===== config.mk =====
export PLATFORM = sky130hd
export DESIGN_NAME = multicycle_ctrl
export DESIGN_NICKNAME = d
export VERILOG_FILES = /design/src/rtl/multicycle_ctrl_pkg.sv /design/src/rtl/multicycle_ctrl_opdecode.sv /design/src/rtl/multicycle_ctrl.sv
export SDC_FILE = /design/constraint.sdc
export NUM_CORES = 1
export LEC_CHECK = 0
export CORE_UTILIZATION = 53
export DETAILED_ROUTE_END_ITERATION = 6
export DONT_BUFFER_PORTS = 1
export PLACE_DENSITY = 0.73
export SLEW_MARGIN = 10
export SYNTH_ARGS = -nofsm -noshare
export SYNTH_HDL_FRONTEND = slang
export SYNTH_SLANG_ARGS = --single-unit

===== constraint.sdc =====
create_clock -name clk -period 2.25 [get_ports clk]
set_input_delay 0.675 -clock clk [delete_from_list [all_inputs] [get_ports clk]]
set_output_delay 0.675 -clock clk [all_outputs]
set_load 0.01 [all_outputs]

===== src/rtl/multicycle_ctrl_pkg.sv =====
`default_nettype none
// ============================================================================
// Module   : multicycle_ctrl_pkg
// Purpose  : Shared encodings for the RV32I multi-cycle control path.
//            Holds the FSM state codes, opcode constants, the datapath mux
//            and ALU encodings, and the immediate-format selects.
// Ports    : none (package)
// Revision : 1.0 - initial release
// ============================================================================
package multicycle_ctrl_pkg;

    // Immediate generator format selects
    localparam logic [2:0] IMM_I = 3'd0;
    localparam logic [2:0] IMM_S = 3'd1;
    localparam logic [2:0] IMM_B = 3'd2;
    localparam logic [2:0] IMM_J = 3'd3;
    localparam logic [2:0] IMM_U = 3'd4;

    // RV32I major opcodes (instr[6:0])
    localparam logic [6:0] OP_LOAD   = 7'b0000011;
    localparam logic [6:0] OP_STORE  = 7'b0100011;
    localparam logic [6:0] OP_OP     = 7'b0110011;
    localparam logic [6:0] OP_OPIMM  = 7'b0010011;
    localparam logic [6:0] OP_BRANCH = 7'b1100011;
    localparam logic [6:0] OP_JAL    = 7'b1101111;
    localparam logic [6:0] OP_JALR   = 7'b1100111;
    localparam logic [6:0] OP_LUI    = 7'b0110111;
    localparam logic [6:0] OP_AUIPC  = 7'b0010111;

    // FSM state encodings
    localparam logic [3:0] S_FETCH    = 4'd0;
    localparam logic [3:0] S_DECODE   = 4'd1;
    localparam logic [3:0] S_MEMADR   = 4'd2;
    localparam logic [3:0] S_MEMREAD  = 4'd3;
    localparam logic [3:0] S_MEMWB    = 4'd4;
    localparam logic [3:0] S_MEMWRITE = 4'd5;
    localparam logic [3:0] S_EXECR    = 4'd6;
    localparam logic [3:0] S_EXECI    = 4'd7;
    localparam logic [3:0] S_ALUWB    = 4'd8;
    localparam logic [3:0] S_BRANCH   = 4'd9;
    localparam logic [3:0] S_JAL      = 4'd10;
    localparam logic [3:0] S_JALR     = 4'd11;
    localparam logic [3:0] S_LUI      = 4'd12;
    localparam logic [3:0] S_AUIPC    = 4'd13;
    localparam logic [3:0] S_ILLEGAL  = 4'd14;

    // ALU operation class
    localparam logic [1:0] ALU_ADD   = 2'd0;
    localparam logic [1:0] ALU_SUB   = 2'd1;
    localparam logic [1:0] ALU_FUNCT = 2'd2;

    // ALU operand A source
    localparam logic [1:0] SRCA_PC    = 2'd0;
    localparam logic [1:0] SRCA_OLDPC = 2'd1;
    localparam logic [1:0] SRCA_RS1   = 2'd2;
    localparam logic [1:0] SRCA_ZERO  = 2'd3;

    // ALU operand B source
    localparam logic [1:0] SRCB_RS2  = 2'd0;
    localparam logic [1:0] SRCB_IMM  = 2'd1;
    localparam logic [1:0] SRCB_FOUR = 2'd2;

    // Result bus source
    localparam logic [1:0] RES_ALUOUT = 2'd0;
    localparam logic [1:0] RES_MEM    = 2'd1;
    localparam logic [1:0] RES_ALU    = 2'd2;

    // Bundle of all per-state control outputs
    typedef struct packed {
        logic       pc_write;
        logic       adr_src;
        logic       mem_write;
        logic       ir_write;
        logic [1:0] result_src;
        logic [1:0] alu_src_a;
        logic [1:0] alu_src_b;
        logic [1:0] alu_op;
        logic [2:0] imm_src;
        logic       reg_write;
        logic       illegal;
    } ctrl_t;

endpackage : multicycle_ctrl_pkg
`default_nettype wire


===== src/rtl/multicycle_ctrl_opdecode.sv =====
`default_nettype none
// ============================================================================
// Module   : ctrl_opdecode
// Purpose  : Combinational opcode classifier. Maps the instruction opcode to
//            the state entered after DECODE and flags unsupported opcodes.
// Ports    : op_i          [6:0] opcode from the instruction register
//            next_state_o  [3:0] post-DECODE state
//            illegal_o           opcode is not a supported RV32I opcode
// Revision : 1.0 - initial release
// ============================================================================
module ctrl_opdecode
    import multicycle_ctrl_pkg::*;
(
    input  logic [6:0] op_i,
    output logic [3:0] next_state_o,
    output logic       illegal_o
);

    always_comb begin
        next_state_o = S_ILLEGAL;
        illegal_o    = 1'b0;
        case (op_i)
            OP_LOAD,
            OP_STORE:  next_state_o = S_MEMADR;
            OP_OP:     next_state_o = S_EXECR;
            OP_OPIMM:  next_state_o = S_EXECI;
            OP_BRANCH: next_state_o = S_BRANCH;
            OP_JAL:    next_state_o = S_JAL;
            OP_JALR:   next_state_o = S_JALR;
            OP_LUI:    next_state_o = S_LUI;
            OP_AUIPC:  next_state_o = S_AUIPC;
            default: begin
                next_state_o = S_ILLEGAL;
                illegal_o    = 1'b1;
            end
        endcase
    end

endmodule : ctrl_opdecode
`default_nettype wire


===== src/rtl/multicycle_ctrl.sv =====
`default_nettype none
// ============================================================================
// Module   : multicycle_ctrl
// Purpose  : Main control FSM of the RV32I multi-cycle core. Sequences each
//            instruction through fetch/decode/execute/memory/writeback and
//            drives every datapath enable and mux select. Memory phases stall
//            on mem_ready so a single shared memory may insert wait states.
// Ports    : clk, rst           clock, synchronous active-high reset
//            op        [6:0]    opcode from instruction register
//            mem_ready          memory completes current access
//            br_taken           resolved branch condition
//            pc_write, adr_src, mem_write, ir_write, reg_write  enables
//            result_src, alu_src_a, alu_src_b, alu_op [1:0]     selects
//            imm_src   [2:0]    immediate format select
//            illegal            unsupported opcode trapped (sticky)
//            state     [3:0]    current FSM state
// Revision : 1.0 - initial release
// ============================================================================
module multicycle_ctrl
    import multicycle_ctrl_pkg::*;
(
    input  logic       clk,
    input  logic       rst,
    input  logic [6:0] op,
    input  logic       mem_ready,
    input  logic       br_taken,
    output logic       pc_write,
    output logic       adr_src,
    output logic       mem_write,
    output logic       ir_write,
    output logic [1:0] result_src,
    output logic [1:0] alu_src_a,
    output logic [1:0] alu_src_b,
    output logic [1:0] alu_op,
    output logic [2:0] imm_src,
    output logic       reg_write,
    output logic       illegal,
    output logic [3:0] state
);

    logic [3:0] state_q;
    logic [3:0] state_d;
    logic [3:0] dec_next;
    logic       dec_illegal;
    ctrl_t      ctrl;

    ctrl_opdecode u_opdecode (
        .op_i         (op),
        .next_state_o (dec_next),
        .illegal_o    (dec_illegal)
    );

    // ------------------------------------------------------------------
    // State register
    // ------------------------------------------------------------------
    always_ff @(posedge clk) begin
        if (rst) begin
            state_q <= S_FETCH;
        end else begin
            state_q <= state_d;
        end
    end

    // ------------------------------------------------------------------
    // Next-state logic
    // ------------------------------------------------------------------
    always_comb begin
        state_d = state_q;
        case (state_q)
            S_FETCH:    if (mem_ready) state_d = S_DECODE;
            S_DECODE:   state_d = dec_illegal ? S_ILLEGAL : dec_next;
            // IR is stable here, so op still distinguishes load from store
            S_MEMADR:   state_d = (op == OP_STORE) ? S_MEMWRITE : S_MEMREAD;
            S_MEMREAD:  if (mem_ready) state_d = S_MEMWB;
            S_MEMWB:    state_d = S_FETCH;
            S_MEMWRITE: if (mem_ready) state_d = S_FETCH;
            S_EXECR,
            S_EXECI,
            S_JAL,
            S_LUI,
            S_AUIPC:    state_d = S_ALUWB;
            S_ALUWB:    state_d = S_FETCH;
            S_BRANCH:   state_d = S_FETCH;
            // JALR parks its target in ALUOut, then reuses JAL's link path
            S_JALR:     state_d = S_JAL;
            S_ILLEGAL:  state_d = S_ILLEGAL;
            default:    state_d = S_FETCH;
        endcase
    end

    // ------------------------------------------------------------------
    // Moore output decode
    // ------------------------------------------------------------------
    always_comb begin
        ctrl         = '0;
        ctrl.imm_src = IMM_I;
        case (state_q)
            S_FETCH: begin
                ctrl.adr_src    = 1'b0;
                ctrl.alu_src_a  = SRCA_PC;
                ctrl.alu_src_b  = SRCB_FOUR;
                ctrl.alu_op     = ALU_ADD;
                ctrl.result_src = RES_ALU;
                // PC advances only when the fetch really completes
                ctrl.ir_write   = mem_ready;
                ctrl.pc_write   = mem_ready;
            end
            S_DECODE: begin
                // Precompute the branch/JAL target into ALUOut
                ctrl.alu_src_a = SRCA_OLDPC;
                ctrl.alu_src_b = SRCB_IMM;
                ctrl.alu_op    = ALU_ADD;
                ctrl.imm_src   = (op == OP_JAL) ? IMM_J : IMM_B;
            end
            S_MEMADR: begin
                ctrl.alu_src_a = SRCA_RS1;
                ctrl.alu_src_b = SRCB_IMM;
                ctrl.alu_op    = ALU_ADD;
                ctrl.imm_src   = (op == OP_STORE) ? IMM_S : IMM_I;
            end
            S_MEMREAD: begin
                ctrl.adr_src    = 1'b1;
                ctrl.result_src = RES_ALUOUT;
            end
            S_MEMWB: begin
                ctrl.result_src = RES_MEM;
                ctrl.reg_write  = 1'b1;
            end
            S_MEMWRITE: begin
                ctrl.adr_src    = 1'b1;
                ctrl.result_src = RES_ALUOUT;
                ctrl.mem_write  = 1'b1;
            end
            S_EXECR: begin
                ctrl.alu_src_a = SRCA_RS1;
                ctrl.alu_src_b = SRCB_RS2;
                ctrl.alu_op    = ALU_FUNCT;
            end
            S_EXECI: begin
                ctrl.alu_src_a = SRCA_RS1;
                ctrl.alu_src_b = SRCB_IMM;
                ctrl.alu_op    = ALU_FUNCT;
                ctrl.imm_src   = IMM_I;
            end
            S_ALUWB: begin
                ctrl.result_src = RES_ALUOUT;
                ctrl.reg_write  = 1'b1;
            end
            S_BRANCH: begin
                ctrl.alu_src_a  = SRCA_RS1;
                ctrl.alu_src_b  = SRCB_RS2;
                ctrl.alu_op     = ALU_SUB;
                ctrl.result_src = RES_ALUOUT;
                ctrl.pc_write   = br_taken;
            end
            S_JALR: begin
                ctrl.alu_src_a = SRCA_RS1;
                ctrl.alu_src_b = SRCB_IMM;
                ctrl.alu_op    = ALU_ADD;
                ctrl.imm_src   = IMM_I;
            end
            S_JAL: begin
                // PC takes the ALUOut target while the ALU forms oldPC+4
                ctrl.alu_src_a  = SRCA_OLDPC;
                ctrl.alu_src_b  = SRCB_FOUR;
                ctrl.alu_op     = ALU_ADD;
                ctrl.result_src = RES_ALUOUT;
                ctrl.pc_write   = 1'b1;
            end
            S_LUI: begin
                ctrl.alu_src_a = SRCA_ZERO;
                ctrl.alu_src_b = SRCB_IMM;
                ctrl.imm_src   = IMM_U;
            end
            S_AUIPC: begin
                ctrl.alu_src_a = SRCA_OLDPC;
                ctrl.alu_src_b = SRCB_IMM;
                ctrl.imm_src   = IMM_U;
            end
            S_ILLEGAL: begin
                ctrl.illegal = 1'b1;
            end
            default: begin
                ctrl         = '0;
                ctrl.imm_src = IMM_I;
            end
        endcase
    end

    // Architectural write strobes are suppressed while rst is asserted,
    // even though the state register still shows the pre-reset state.
    assign pc_write   = ctrl.pc_write  & ~rst;
    assign ir_write   = ctrl.ir_write  & ~rst;
    assign mem_write  = ctrl.mem_write & ~rst;
    assign reg_write  = ctrl.reg_write & ~rst;
    assign adr_src    = ctrl.adr_src;
    assign result_src = ctrl.result_src;
    assign alu_src_a  = ctrl.alu_src_a;
    assign alu_src_b  = ctrl.alu_src_b;
    assign alu_op     = ctrl.alu_op;
    assign imm_src    = ctrl.imm_src;
    assign illegal    = ctrl.illegal;
    assign state      = state_q;

endmodule : multicycle_ctrl
`default_nettype wire

After elaboration in Yosys (flattened, before gate mapping)
Index checks and enable logic that the tools add are counted.
- register bits: 4
- output and inout port bits: 21
- equality and inequality tests: 26
- multiplexer cells: 19
- bitwise operators: 5
- reductions and logical operators: 12
- operator list (kind ; count):
    4-bit case mux with 8 select lines ; 2
    4-bit equality test (second input constant) ; 7
    4-bit case mux with 6 select lines ; 1
    7-bit by 6-bit equality test with 1-bit output (second input constant) ; 3
    7-bit equality test (second input constant) ; 3
    4-bit by 3-bit equality test with 1-bit output (second input constant) ; 4
    4-bit 2-to-1 mux ; 4
    7-bit by 5-bit equality test with 1-bit output (second input constant) ; 2
    2-bit OR reduction ; 7
    3-bit case mux with 3 select lines ; 1
    9-bit OR reduction ; 1
    4-bit by 2-bit equality test with 1-bit output (second input constant) ; 2
    2-bit case mux with 2 select lines ; 2
    7-bit by 2-bit equality test with 1-bit output (second input constant) ; 1
    1-bit 2-to-1 mux ; 7
    2-bit != test (second input constant) ; 3
    5-bit OR reduction ; 1
    1-bit AND ; 4
    4-bit by 1-bit equality test with 1-bit output (second input constant) ; 1
    4-bit zero test ; 1
    3-bit 2-to-1 mux ; 1
    1-bit case mux with 3 select lines ; 1
    3-bit AND reduction ; 1
    3-bit OR reduction ; 1
    1-bit NOT ; 1

Longest topological paths before layout
Gate-level depths: netlist of the first run.
- depth in word-level cells: 5
- mapped depth: 6
- depth with buffers taken out: 4

Hierarchy
Synthesis of the first run repeated with hierarchy kept, for this count alone.
- cells, all modules: 108
- area, all modules: 703.2 um^2
- modules (own cells, without submodules) (module ; instances ; cells each ; area each (um^2) ; seq. area each (um^2)):
    multicycle_ctrl ; 1 ; 90 ; 599.3 ; 80.1
    ctrl_opdecode ; 1 ; 18 ; 103.8 ; 0.0

Worst setup path before layout of the first run
OpenSTA, ideal clock, no wires.
- path type: input -> output
- start point: in rst
- end point: out reg_write
- arrival time: 1.409 ns
- data required time: 1.575 ns
- path slack: 0.166 ns
- stages: 2
- path buffers: 1
- path through: clkdlybuf4s25_2 -> nor4_1
- cells in the longest elaborated chain, start to end: 2
- RTL lines (element ; line ; source):
    start, declared ; multicycle_ctrl.sv:23 ; input logic rst,
    1-bit NOT ; multicycle_ctrl.sv:195 ; assign reg_write = ctrl.reg_write & ~rst;
    1-bit AND ; multicycle_ctrl.sv:195 ;
    end, declared ; multicycle_ctrl.sv:36 ; output logic reg_write,
Every way passes these cells.

Worst setup path in the final report of the first run
- start point: reg state_q[2], in the netlist state[2]
- end point: out imm_src[0]
- cells in the longest elaborated chain, start to end: 3
- RTL lines (element ; line ; source):
    start, declared ; multicycle_ctrl.sv:41 ; logic [3:0] state_q;
    start signal, assigned ; multicycle_ctrl.sv:60 ; state_q <= state_d;
    4-bit equality test ; multicycle_ctrl.sv:97 ; case (state_q)
    2-bit OR reduction (no line) ; - ;
    3-bit case mux with 3 select lines (*) ; multicycle_ctrl.sv:97 ;
    end, declared ; multicycle_ctrl.sv:35 ; output logic [2:0] imm_src,
Mark *: on every way between the ends. The rest lies on a longest branch, timed or not.

==> impl_summary.txt, run 1 <==
----------------------------------------------------
[Flow run]
  Number of maximum-capacitance constraint violations ... 0

[Drt]
  Remaining antenna violation count ... 0
  Mean routed wirelength per cell ... roughly 16 um
  Drc violations ... 0
  Total Routed Length ... 1950 um
  Via-per-instance ratio ... 6.44
  DR pass1 iterations ... 4
  Via count ... 786
  Violation count after the first detailed-routing iteration ... 29

[Layout]
  Count of filler cells inserted in the layout ... between 100 and 150
  Inserted Diodes ... 0
  Leading cell types in the layout, fill and taps excluded ... sky130_fd_sc_hd__buf_4, sky130_fd_sc_hd__nand2_1, sky130_fd_sc_hd__nor2_1
  Final std cells w/o fill ... roughly 120
  Final layout net count ... 120
  Synth-to-Final Area Change ... 11.9%
  Most frequent standard cell in the layout excluding fill and tap cells ... sky130_fd_sc_hd__buf_4
  Number of flip-flops under the largest register name ... 4
  Share of layout cells above drive strength 1 ... 0.327

[Synthesis]
  Area fraction in and, or, nand and nor cells after synthesis ... 0.395
  Cell area after synthesis ... 744 um2
  Gate count after technology mapping ... between 90 and 100
  Mux share of post-synthesis cell area ... 0.0134
  Syn. warnings ... 0
  Share of the synthesized netlist area taken by xor and xnor gates ... 0.0353
  Arithmetic-cell share of the synthesized area counting full adders, half adders and majority gates ... 0
  Average size of a mapped cell ... 7.67 um2
  Ys async rst share ... 0
  Area fraction of the dominant cell type after synthesis ... 0.108
  Number of flops mapped to enable cells by yosys ... 0
  Register area share after synthesis ... 0.108
  Largest cells by area after synthesis ... sky130_fd_sc_hd__dfxtp_1, sky130_fd_sc_hd__clkbuf_8, sky130_fd_sc_hd__nand2_1
  Number of library cell types mapped by synthesis ... between 40 and 50
  Biggest area consumer among synthesized cells ... sky130_fd_sc_hd__dfxtp_1
  Largest family of logic cells by synthesized area ... simple AND/OR/NAND/NOR gates
  Net count of the mapped netlist ... 108
  Post-synthesis compound-gate area fraction ... 0.314
  Number of synthesized register bits ... 4
  Predominant post-synthesis flop cell ... sky130_fd_sc_hd__dfxtp_1

[Die]
  Placeable core region ... 0.00130 mm2
  Die Y-Extent ... 39.5 um
  DIE WIDTH ... 39.5 um
  Count of pins on the block boundary ... 32
  Initial core utilization ... 0.572
  Die Footprint ... approximately 0.0016 mm2
  Number of core rows ... 13

[Timing]
  Worst setup slack after layout ... 0.0775 ns
  Highest clock frequency the design can meet ... 460 MHz
  Setup TNS after final layout ... 0 ns
  Final clock period utilization by the worst path ... 0.966
  Final-report setup violation count ... 0
  Transition at the pin with the smallest max-transition slack ... 0.500 ns
  Worst hold slack across all endpoints ... 0.496 ns
  Final Max Tran Viols ... 0
  Worst setup skew after layout ... approximately 0.0026 ns
  Final Hold Fails ... 0
  Max-slew headroom at the worst pin ... 0.664
  Unrepaired setup endpoints after global routing ... false
  Final Critical Period ... between 2 and 2.5 ns

[Setup path]
  Critical path's most frequent cell ... sky130_fd_sc_hd__buf_4
  Slowest library cell on the worst path ... sky130_fd_sc_hd__dfxtp_2
  FF-to-FF Start ... state[2]$_SDFFE_PP0P_
  Slowest Stage Delay on Critical Path ... 0.36 ns
  Highest fanout seen on the critical path ... 8
  Cells along the critical path ... buf_4, nor4b_4, nand2_1, o31ai_2, buf_4
  Crit path launch ... state[2]$_SDFFE_PP0P_
  Worst setup path category ... reg2out
  Critical path launch point type ... register
  Required time of the worst setup path ... around 1.6 ns
  WP data arrival ... 1.50 ns
  Category of the worst setup path capture point ... output port

[Min path]
  Worst hold path startpoint ... rst
  Min-Delay Path Class ... in2reg

[Clock tree]
  Inserted Clock Buffers ... 3
  CTS clk-pin slew, worst paths ... 0.04 ns
  Number of H-tree levels ... 1
  Maximum count of clock buffers along a single path ... 2
  Master cell of the clock root buffer ... sky130_fd_sc_hd__clkbuf_4
  Number of sinks handled by clock tree synthesis ... 4
  Worst-skew pair later-pin latency ... 0.23 ns
  CTS tree ... yes
  Post-CTS setup buffer count ... 0
  Number of hold-repair buffers added at the cts stage ... 0

[Placement]
  # placed instances ... 119
  Post-Place Worst Slack ... just over 0.1 ns
  DP HPWL ... 1480 um
  IO buf count ... 0
  Final estimated routing congestion in global placement ... 0.804

[Status]
  Outcome ... finished clean

[Pwr]
  Highest ir drop seen on vdd ... 524 uV
  Leakage power summed over all cells ... ~0.32 nW
  Power Density ... 1200 mW/mm2

[Global route]
  Largest net degree at the start of global routing ... 16
  Total congestion overflow after global routing ... 0
  Number of global-route vias before repair ... between 600 and 700
  Initial antenna violation count ... 0
  Global-route wire length before repair ... 2800 um
  Global routing usage summed across all routing layers ... 0.263

----------------------------------------------------
## power by group
group	switching (W)	internal, W	total (W)	leakage, nW
clock	0.0000261	0.0000594	0.0000855	0.0138
sequential	0.0000875	0.000103	0.000191	0.0344
combinational	0.000399	0.000328	0.000727	0.272
## cell families after synthesis
group,Yosys count
multiplexers,1
AO/OA/AOI/OAI,28
XOR/XNOR,3
buffers and inverters,11
AND/OR/NAND/NOR,50
flip-flops,4
## timing repair
action	CTS	global route
gates resized for setup	3	3
pin swaps	0	1
gates cloned	0	0
setup endpoints to repair	5	1
## cell usage after synthesis, drive strengths merged, types with 2 or more instances
cell and count:
nand2 11, nor2 10, a21oi 5, buf 5, clkbuf 4, dfxtp 4
nor3 4, o21ai 4, o31ai 4, nand3 3, nor3b 3, or2 3
a31oi 2, and2 2, nand2b 2, nand3b 2, nor2b 2, nor4b 2
o22a 2, xor2 2
## area by class of cell
class                   count  area [um2]  share of cell area
multi-input cells          82         576               0.691
repair buffers             17         128               0.153
flip-flops and latches      4        85.1               0.102
clock buffers               3        22.5              0.0270
well taps                  15        18.8              0.0225
inverters                   1        3.75             0.00450
## worst max-delay path, delay by kind of cell (launching register included)
kind,cells,cell delay [ns]
AO/OA/AOI/OAI,1,0.18
buffers and inverters,2,0.33
AND/OR/NAND/NOR,2,0.39
flip-flops,1,0.36
## final timing paths
kind	endpoint	slack [ns]	cells past startpoint
setup / recovery	imm_src[0]	0.08	5
hold / removal	state[0]$_SDFFE_PP0P_	0.50	1
setup reg to reg	state[2]$_SDFFE_PP0P_	0.66	6
hold reg to reg	state[0]$_SDFFE_PP0P_	0.75	3
## through the flow
step	util	power (W)	instance area, um2
floorplan	-	0.000772	744
global placement	0.611	0.000889	795
detailed placement	0.611	0.000904	795
CTS	0.631	0.000998	821
global route	0.640	0.00108	833
finish	0.640	0.00100	833
## routing by layer
| layer | vias up | global-route usage | wire, um |
|---|---|---|---|
| li1 | 379 | - | - |
| met1 | 376 | 0.331 | 787 |
| met2 | 31 | 0.451 | 1010 |
| met3 | 0 | 0.0568 | 146 |
| met4 | 0 | 0.0517 | 0 |
| met5 | - | 0 | 0 |
No activity file was read; power rests on OpenSTA's default activity.
==> inputs of run 2 (changes only) <==
--- a/config.mk
+++ b/config.mk
@@ -8,6 +8,7 @@
 export CORE_UTILIZATION = 53
 export DETAILED_ROUTE_END_ITERATION = 6
 export DONT_BUFFER_PORTS = 1
+export GPL_TIMING_DRIVEN = 0
 export PLACE_DENSITY = 0.73
 export SLEW_MARGIN = 10
 export SYNTH_ARGS = -nofsm -noshare
==> impl_summary.txt, run 2 (synthesis gave the netlist of run 1 again) <==
----------------------------------------------------
[Layout]
  Final layout net count ... 113
  Layout Utilization ... 0.645
  Inserted Diodes ... 0
  Count of filler cells inserted in the layout ... roughly 120
  Synth-to-Final Area Change ... 12.8%
  Share of layout cells above drive strength 1 ... 0.310
  Leading cell types in the layout, fill and taps excluded ... sky130_fd_sc_hd__nand2_1, sky130_fd_sc_hd__nor2_1, sky130_fd_sc_hd__clkbuf_8, sky130_fd_sc_hd__o21ai_0
  Most frequent standard cell in the layout excluding fill and tap cells ... sky130_fd_sc_hd__nand2_1
  Number of flip-flops under the largest register name ... 4
  Final std cells w/o fill ... 115

[Setup path]
  Highest fanout seen on the critical path ... 10
  Worst setup path category ... reg2out
  Cells along the critical path ... buf_6, nor4b_4, nand2_1, o31ai_4
  Slowest Stage Delay on Critical Path ... 0.41 ns
  Required time of the worst setup path ... roughly 1.6 ns
  Category of the worst setup path capture point ... output port
  Slowest library cell on the worst path ... sky130_fd_sc_hd__nor4b_4
  WP data arrival ... 1.53 ns
  Critical path launch point type ... register

[Drt]
  Via-per-instance ratio ... 6.74
  Remaining antenna violation count ... 0
  Total Routed Length ... 1910 um
  DR pass1 iterations ... 4
  Mean routed wirelength per cell ... about 17 um
  Drc violations ... 0
  Violation count after the first detailed-routing iteration ... 18
  Via count ... 775

[Global route]
  Number of global-route vias before repair ... 640
  Initial antenna violation count ... 0
  Largest net degree at the start of global routing ... 11
  Global routing usage summed across all routing layers ... 0.278
  Total congestion overflow after global routing ... 0
  Global-route wire length before repair ... 2880 um

[Clock tree]
  Number of H-tree levels ... 1
  Inserted Clock Buffers ... 3
  Master cell of the clock root buffer ... sky130_fd_sc_hd__clkbuf_4
  Worst-skew pair later-pin latency ... 0.24 ns
  Number of sinks handled by clock tree synthesis ... 4
  Post-CTS setup buffer count ... 0
  CTS tree ... yes
  CTS clk-pin slew, worst paths ... 0.04 ns
  Maximum count of clock buffers along a single path ... 2

[Die]
  Number of core rows ... 13
  Placeable core region ... 0.00130 mm2
  Count of pins on the block boundary ... 32
  Die Y-Extent ... approximately 40 um
  Die Footprint ... between 0.0015 and 0.002 mm2
  DIE WIDTH ... 39.5 um
  Initial core utilization ... 0.572

[Timing]
  Unrepaired setup endpoints after global routing ... true
  Final clock period utilization by the worst path ... 0.978
  Max-slew headroom at the worst pin ... 0.737
  Final Critical Period ... between 2 and 2.5 ns
  Final Hold Fails ... 0
  Final-report setup violation count ... 0
  Final Max Tran Viols ... 0
  Highest clock frequency the design can meet ... 454 MHz
  Transition at the pin with the smallest max-transition slack ... around 0.39 ns
  Worst setup skew after layout ... 0.00499 ns

[Flow run]
  Number of maximum-capacitance constraint violations ... 0

[Pwr]
  Power Density ... roughly 1200 mW/mm2
  Overall power ... 0.00103 W
  Leakage power summed over all cells ... slightly below 0.3 nW
  Highest ir drop seen on vdd ... 512 uV

[Placement]
  IO buf count ... 0
  Final estimated routing congestion in global placement ... 0.857
  # placed instances ... 112
  DP HPWL ... 1400 um

[Status]
  Outcome ... finished clean

[Min path]
  Min-Delay Path Class ... reg2reg

----------------------------------------------------
run 2: what timing repair did:
item,4_1_cts,5_1_grt
setup endpoints to repair,5,6
pin swaps,0,1
hold buffers,0,0
gates resized for setup,5,10
run 2: final timing paths:
check	from	endpoint	slack, ns	cells after the start
worst max-delay path	state[1]$_SDFFE_PP0P_	imm_src[0]	0.05	4
worst min-delay path	state[3]$_SDFFE_PP0P_	state[1]$_SDFFE_PP0P_	0.64	3
worst max register to register	state[1]$_SDFFE_PP0P_	state[2]$_SDFFE_PP0P_	0.64	5
worst min register to register	state[3]$_SDFFE_PP0P_	state[1]$_SDFFE_PP0P_	0.64	3
run 2: through the flow:
stage               hold slack, ns  setup slack [ns]  cell area, um2  TNS (ns)
floorplan                    0.651             0.166             744         0
global placement             0.690            0.0836             763         0
detailed placement           0.694            0.0682             763         0
CTS                          0.642           0.00378             802         0
global route                 0.635           -0.0198             840   -0.0219
finish                       0.637            0.0490             840         0
run 2: power by group:
group / switching, W / internal, W
Combinational: 0.000457 / 0.000334
Sequential: 0.0000411 / 0.000105
Clock: 0.0000326 / 0.0000599
run 2: area by class of cell:
| type | instances | area [um2] | area share |
|---|---|---|---|
| Multi-Input combinational cell | 82 | 598 | 0.712 |
| Buffer | 10 | 109 | 0.130 |
| Sequential cell | 4 | 87.6 | 0.104 |
| Clock buffer | 3 | 22.5 | 0.0268 |
| Tap cell | 15 | 18.8 | 0.0224 |
| Inverter | 1 | 3.75 | 0.00447 |
run 2: routing by layer:
metal / global-route usage / wire (um) / vias up
li1: - / - / 366
met1: 0.407 / 850 / 374
met2: 0.402 / 904 / 35
met3: 0.102 / 155 / 0
met4: 0 / 0 / 0
met5: 0 / 0 / -
run 2: critical path, delay by kind of cell (launching register included):
family                 cells  cell delay [ns]
AOI/OAI and AO/OA          1             0.24
buffers and inverters      1             0.14
DFF                        1             0.34
and+or+nand+nor            2             0.57
